==> src/rtl/arb_pkg.sv <==
// -----------------------------------------------------------------------------
// arb_pkg
// Shared definitions for the round-robin binary-grant arbiter.
//   arb_state_t : handshake FSM state (IDLE = no grant, GRANT = bin/vld valid)
// -----------------------------------------------------------------------------
package arb_pkg;

  typedef enum logic [0:0] {
    IDLE  = 1'b0,
    GRANT = 1'b1
  } arb_state_t;

endpackage

==> src/rtl/enc_rr_bin.sv <==
// -----------------------------------------------------------------------------
// enc_rr_bin
// Combinational round-robin encoder. Finds the first asserted request bit
// searching upward from ptr with wrap-around at WIDTH.
//   req : request vector (WIDTH)
//   ptr : search origin, always < WIDTH (WIDTH_LOG)
//   idx : binary index of the selected requester (WIDTH_LOG)
//   any : at least one request bit is set
// -----------------------------------------------------------------------------
module enc_rr_bin #(
  parameter  int WIDTH     = 32,
  localparam int WIDTH_LOG = $clog2(WIDTH)
) (
  input  logic [WIDTH-1:0]     req,
  input  logic [WIDTH_LOG-1:0] ptr,
  output logic [WIDTH_LOG-1:0] idx,
  output logic                 any
);

  localparam logic [WIDTH_LOG:0] WIDTH_EXT = (WIDTH_LOG+1)'(WIDTH);

  // (base + off) mod WIDTH; base < WIDTH and off <= WIDTH, so one subtract suffices.
  // One extra bit keeps the sum exact even for non-power-of-2 WIDTH.
  function automatic logic [WIDTH_LOG-1:0] wrap_add(input logic [WIDTH_LOG-1:0] base,
                                                     input logic [WIDTH_LOG:0]   off);
    logic [WIDTH_LOG:0] sum;
    sum = {1'b0, base} + off;
    if (sum >= WIDTH_EXT) begin
      sum = sum - WIDTH_EXT;
    end else begin
      sum = sum;
    end
    return sum[WIDTH_LOG-1:0];
  endfunction

  logic [WIDTH-1:0]   rot_s;
  logic [WIDTH_LOG:0] off_s;

  // Rotate so that bit 0 of rot_s corresponds to requester ptr.
  always_comb begin
    rot_s = '0;
    for (int j = 0; j < WIDTH; j++) begin
      rot_s[j] = req[wrap_add(ptr, (WIDTH_LOG+1)'(j))];
    end
  end

  // Fixed-priority encode of the rotated vector; the downward scan leaves the lowest set bit.
  always_comb begin
    off_s = '0;
    for (int j = WIDTH - 1; j >= 0; j--) begin
      off_s = rot_s[j] ? (WIDTH_LOG+1)'(j) : off_s;
    end
  end

  assign idx = wrap_add(ptr, off_s);
  assign any = |req;

endmodule

==> src/rtl/arb_rr_bin.sv <==
// -----------------------------------------------------------------------------
// arb_rr_bin
// Round-robin arbiter with a registered binary grant and valid/ready handshake.
// The grant index drives a downstream mux select and is held for the whole
// handshake.
//   clk : clock, rising edge
//   rst : asynchronous active-high reset
//   req : per-requester request, held until the matching ack bit (WIDTH)
//   bin : registered binary index of the granted requester (WIDTH_LOG)
//   vld : registered grant-valid
//   rdy : downstream accepts the selected data
//   ack : one-hot transfer acknowledge, vld & rdy & (bin == i) (WIDTH)
// -----------------------------------------------------------------------------
module arb_rr_bin
  import arb_pkg::*;
#(
  parameter  int WIDTH     = 32,
  localparam int WIDTH_LOG = $clog2(WIDTH)
) (
  input  logic                 clk,
  input  logic                 rst,
  input  logic [WIDTH-1:0]     req,
  output logic [WIDTH_LOG-1:0] bin,
  output logic                 vld,
  input  logic                 rdy,
  output logic [WIDTH-1:0]     ack
);

  arb_state_t           state_q, state_d;
  logic [WIDTH_LOG-1:0] bin_q, bin_d;
  logic [WIDTH_LOG-1:0] ptr_q, ptr_d;
  logic                 xfer_s;
  logic [WIDTH-1:0]     req_m_s;
  logic [WIDTH_LOG-1:0] sel_s;
  logic                 sel_any_s;

  assign vld    = (state_q == GRANT);
  assign bin    = bin_q;
  assign xfer_s = vld & rdy;

  // One-hot acknowledge of the current grant while the transfer happens.
  always_comb begin
    ack = '0;
    for (int i = 0; i < WIDTH; i++) begin
      ack[i] = xfer_s & (bin_q == WIDTH_LOG'(i));
    end
  end

  // The acknowledged requester still holds req this cycle; hide it from the next selection.
  assign req_m_s = req & ~ack;

  // Pointer moves just past the winner on a transfer; wrap at WIDTH, not 2^WIDTH_LOG.
  always_comb begin
    if (xfer_s) begin
      ptr_d = (bin_q == WIDTH_LOG'(WIDTH - 1)) ? '0 : bin_q + WIDTH_LOG'(1);
    end else begin
      ptr_d = ptr_q;
    end
  end

  // Selection uses the updated pointer so back-to-back grants already rotate.
  enc_rr_bin #(
    .WIDTH (WIDTH)
  ) u_enc (
    .req (req_m_s),
    .ptr (ptr_d),
    .idx (sel_s),
    .any (sel_any_s)
  );

  // Handshake FSM: bin is loaded only on a new grant and frozen otherwise.
  always_comb begin
    state_d = state_q;
    bin_d   = bin_q;
    case (state_q)
      IDLE: begin
        if (sel_any_s) begin
          state_d = GRANT;
          bin_d   = sel_s;
        end else begin
          state_d = IDLE;
        end
      end
      GRANT: begin
        if (xfer_s) begin
          if (sel_any_s) begin
            bin_d = sel_s;
          end else begin
            state_d = IDLE;
          end
        end else begin
          state_d = GRANT;
        end
      end
      default: begin
        state_d = IDLE;
      end
    endcase
  end

  // State, grant index and pointer registers.
  always_ff @(posedge clk or posedge rst) begin
    if (rst) begin
      state_q <= IDLE;
      bin_q   <= '0;
      ptr_q   <= '0;
    end else begin
      state_q <= state_d;
      bin_q   <= bin_d;
      ptr_q   <= ptr_d;
    end
  end

endmodule

==> config.mk <==
export PLATFORM = sky130hd
export DESIGN_NAME = arb_rr_bin
export DESIGN_NICKNAME = d
export VERILOG_FILES = /design/src/rtl/arb_pkg.sv /design/src/rtl/enc_rr_bin.sv /design/src/rtl/arb_rr_bin.sv
export SDC_FILE = /design/constraint.sdc
export NUM_CORES = 1
export LEC_CHECK = 0
export BUFFER_PORTS_ARGS = -buffer_cell sky130_fd_sc_hd__clkbuf_2
export CORE_MARGIN = 2
export CORE_UTILIZATION = 43
export CTS_BUF_LIST = sky130_fd_sc_hd__clkbuf_8
export CTS_CLUSTER_SIZE = 8
export DETAILED_ROUTE_END_ITERATION = 8
export PLACE_DENSITY = 0.68
export SYNTH_ARGS = -nofsm -noshare
export SYNTH_HDL_FRONTEND = slang
export SYNTH_HIERARCHICAL = 1
export SYNTH_SLANG_ARGS = --single-unit
==> constraint.sdc <==
create_clock -name clk -period 12.7 [get_ports clk]
set_input_delay 3.81 -clock clk [delete_from_list [all_inputs] [get_ports clk]]
set_output_delay 3.81 -clock clk [all_outputs]
set_load 0.02 [all_outputs]
==> metrics.yaml <==
logic_synthesis:
  syn_avg_cell_area_um2: 9.77
  synth_ff_type: "dfrtp_1"
  synth-seq-cells: 11
  yosys_warnings: 6
  ys_async_sr_fraction_pct: 100
  ys_top_cells_by_area: "mux4_2 (18%), mux4_1 (13%), mux2i_1 (11%)"
  synth-seq-area-share_pct: 6.61
  synth_area_leader_cell: "mux4_2"
  synth_edf_count: 0
  synth_fp_nets: 485
  synth_cells: 426
  netlist_area_mm2: 0.00416
  synth_top_area_share_pct: 17.9
  ys_types: 55
floorplan:
  die_w_um: 102
  std_cell_rows: 35
  ios: 73
  die_y_um: 102
  start_util_pct: 44.6
  core_mm2: 0.00933
  die_area_mm2: 0.0105
timing:
  setup-violations-final: 0
  clock.fmax_ghz: 0.108
  setup_ws_ns: 3.44
  period_share_pct: 72.9
  skew_ns: 0.00442
  min_period_ns: 9.26
  hold_viol_final: 0
  worst_pin_slew_ns: 0.961
  fin_setup_tns_ns: 0
  report.final.slew_viol_count: 0
  relSlewSlack_pct: 35.5
  rsz0062_at_grt: "no"
clock_network:
  cts_max_path_buffers: 2
  postCtsHoldBufs: 0
  clock-root-buffer: "clkbuf_8"
  clk_pin_slew_ns: 0.05
  clkSinkCount: 11
  cts_tree: "done"
  htree_levels: 1
  clk-insertion-delay-late_ns: 0.23
  post_cts_resized: 0
  postCtsSetupBuffers: 0
  numCtsBuffers: 3
place:
  gp_congestion: 0.992
  port_buffers: 72
  dpl_worst_slack_ns: 3.20
  place_inst: 609
  dp_hpwl_um: 9980
run:
  maxCapViolations: 0
critical_path:
  worstPathMaxFanout: 15
  crit_slowest_cell: "mux4_1"
  crit_path_end_kind: "flip-flop"
  cp.required_ns: 12.82
  cp.arrival_ns: 9.38
  critical_path_class: "in2reg"
  critPathMaxStageDelay_ns: 0.67
  crit_top_cell: "xnor2_1"
  cp_cell_sequence: "clkbuf_2 > nand2_2 > nor2_1 > a22o_1 > inv_1 > ha_1 > xnor2_1 > mux4_1 > mux2_2 > nand2_1 > a31oi_1 > a211o_1 > a211o_1 > a221oi_2 > ha_1 > fa_1 > a21o_1 > a21oi_1 > xnor2_1 > xnor2_1 > mux2_2"
  cp-start-kind: "input pin"
global_routing:
  grt_use_total_pct: 24.2
  grt_pass1_vias: 3822
  grt_pass1_wl_um: 19700
  gr-total-overflow: 0
  grt_max_degree: 40
  grt_antenna_before_repair: 0
cells_and_area:
  fin_cells: 613
  antennaDiodeCount: 0
  drive_gt1_share_pct: 28.9
  layout_common_cells: "clkbuf_2 (72), mux2i_1 (44), nor2_1 (38), nor2b_1 (36), mux4_2 (33)"
  area_delta_synth_final_pct: 11.3
  fin_nets: 544
  final_common_cell: "clkbuf_2"
routing:
  routed_wl_um: 12100
  wl_per_cell_um: 19.7
  num_vias: 3876
  viasPerCell: 6.32
  drtIter0Drc: 295
  antenna_left: 0
  drc: 0
  drt-pass1-iter-count: 5
worst_hold_path:
  min_path_type: "reg2reg"
status:
  status: "finished, final reports clean"
## logic make-up (layout without fill, tap and decap cells)
family / after synthesis / after routing / synth area share [%]
buffers and inverters: 35 / 93 / 4.63
AND/OR/NAND/NOR: 161 / 161 / 20.3
adder cells (fa/ha/maj): 24 / 24 / 7.40
flip-flops: 11 / 11 / 6.61
AO/OA/AOI/OAI: 50 / 50 / 8.24
multiplexers: 115 / 115 / 46.3
XOR/XNOR: 30 / 30 / 6.49
## worst max-delay path, delay by kind of cell
family	cells	cell delay (ns)
mux	3	1.25
compound gates	7	1.72
simple gates	3	0.44
xor+xnor	3	0.86
buf+inv	2	0.57
fa+ha+maj	3	0.74
## cells in the mapped netlist (4+ instances only)
master / count
buf_2: 11
mux4_1: 21
dfrtp_1: 11
nor2_1: 38
xor2_1: 8
nor3_1: 6
nand2_1: 29
nand2b_1: 12
nor4_1: 8
o21ai_0: 5
nor2b_1: 36
ha_1: 23
a21oi_1: 18
xnor2_1: 21
inv_1: 12
mux4_2: 33
nand4b_1: 4
mux2_2: 17
a21boi_0: 5
mux2i_1: 44
nand4_1: 9
a22oi_1: 4
nand3_1: 4
## sequential cells by signal, indices dropped and copies added (netlist names)
register and cells:
ptr_q 5, bin 5, vld 1
## per-stage QoR
step	cell area, µm²	utilization, %	hold slack, ns
floorplan	4160	-	0.455
global placement	4590	49.2	0.651
detailed placement	4590	49.2	0.668
CTS	4630	49.7	0.690
global route	4630	49.7	0.739
finish	4630	49.7	0.693
## path summary, 6_finish.rpt
kind,start,end,slack [ns],cells after the start
max,rdy,bin[4]$_DFFE_PP0P_,3.44,21
min,bin[1]$_DFFE_PP0P_,bin[1]$_DFFE_PP0P_,0.69,1
max reg2reg,bin[0]$_DFFE_PP0P_,bin[4]$_DFFE_PP0P_,6.14,22
min reg2reg,bin[1]$_DFFE_PP0P_,bin[1]$_DFFE_PP0P_,0.69,1
max in group asynchronous,rst,ptr_q[0]$_DFF_PP0_,8.86,2
min in group asynchronous,rst,bin[4]$_DFFE_PP0P_,3.55,2
## area by class of cell
class,instances,area [µm²]
Timing Repair Buffer,75,383
Clock buffer,3,41.3
Multi-Input combinational cell,380,3710
Inverter,14,53.8
Tap cell,129,161
Clock inverter,1,3.75
Sequential cell,11,275
Fill cell,879,4690
## routing by layer
layer	vias to the layer above	GRT usage, %	part of all wire, %
met2	213	40.3	46
met5	-	0	0
met3	32	2.80	7.2
met4	0	8.21	4.0
li1	1761	-	-
met1	1870	32.9	43
Power is not shown: default switching activity piles up to over one toggle a cycle in this logic, so the estimate is an artifact.
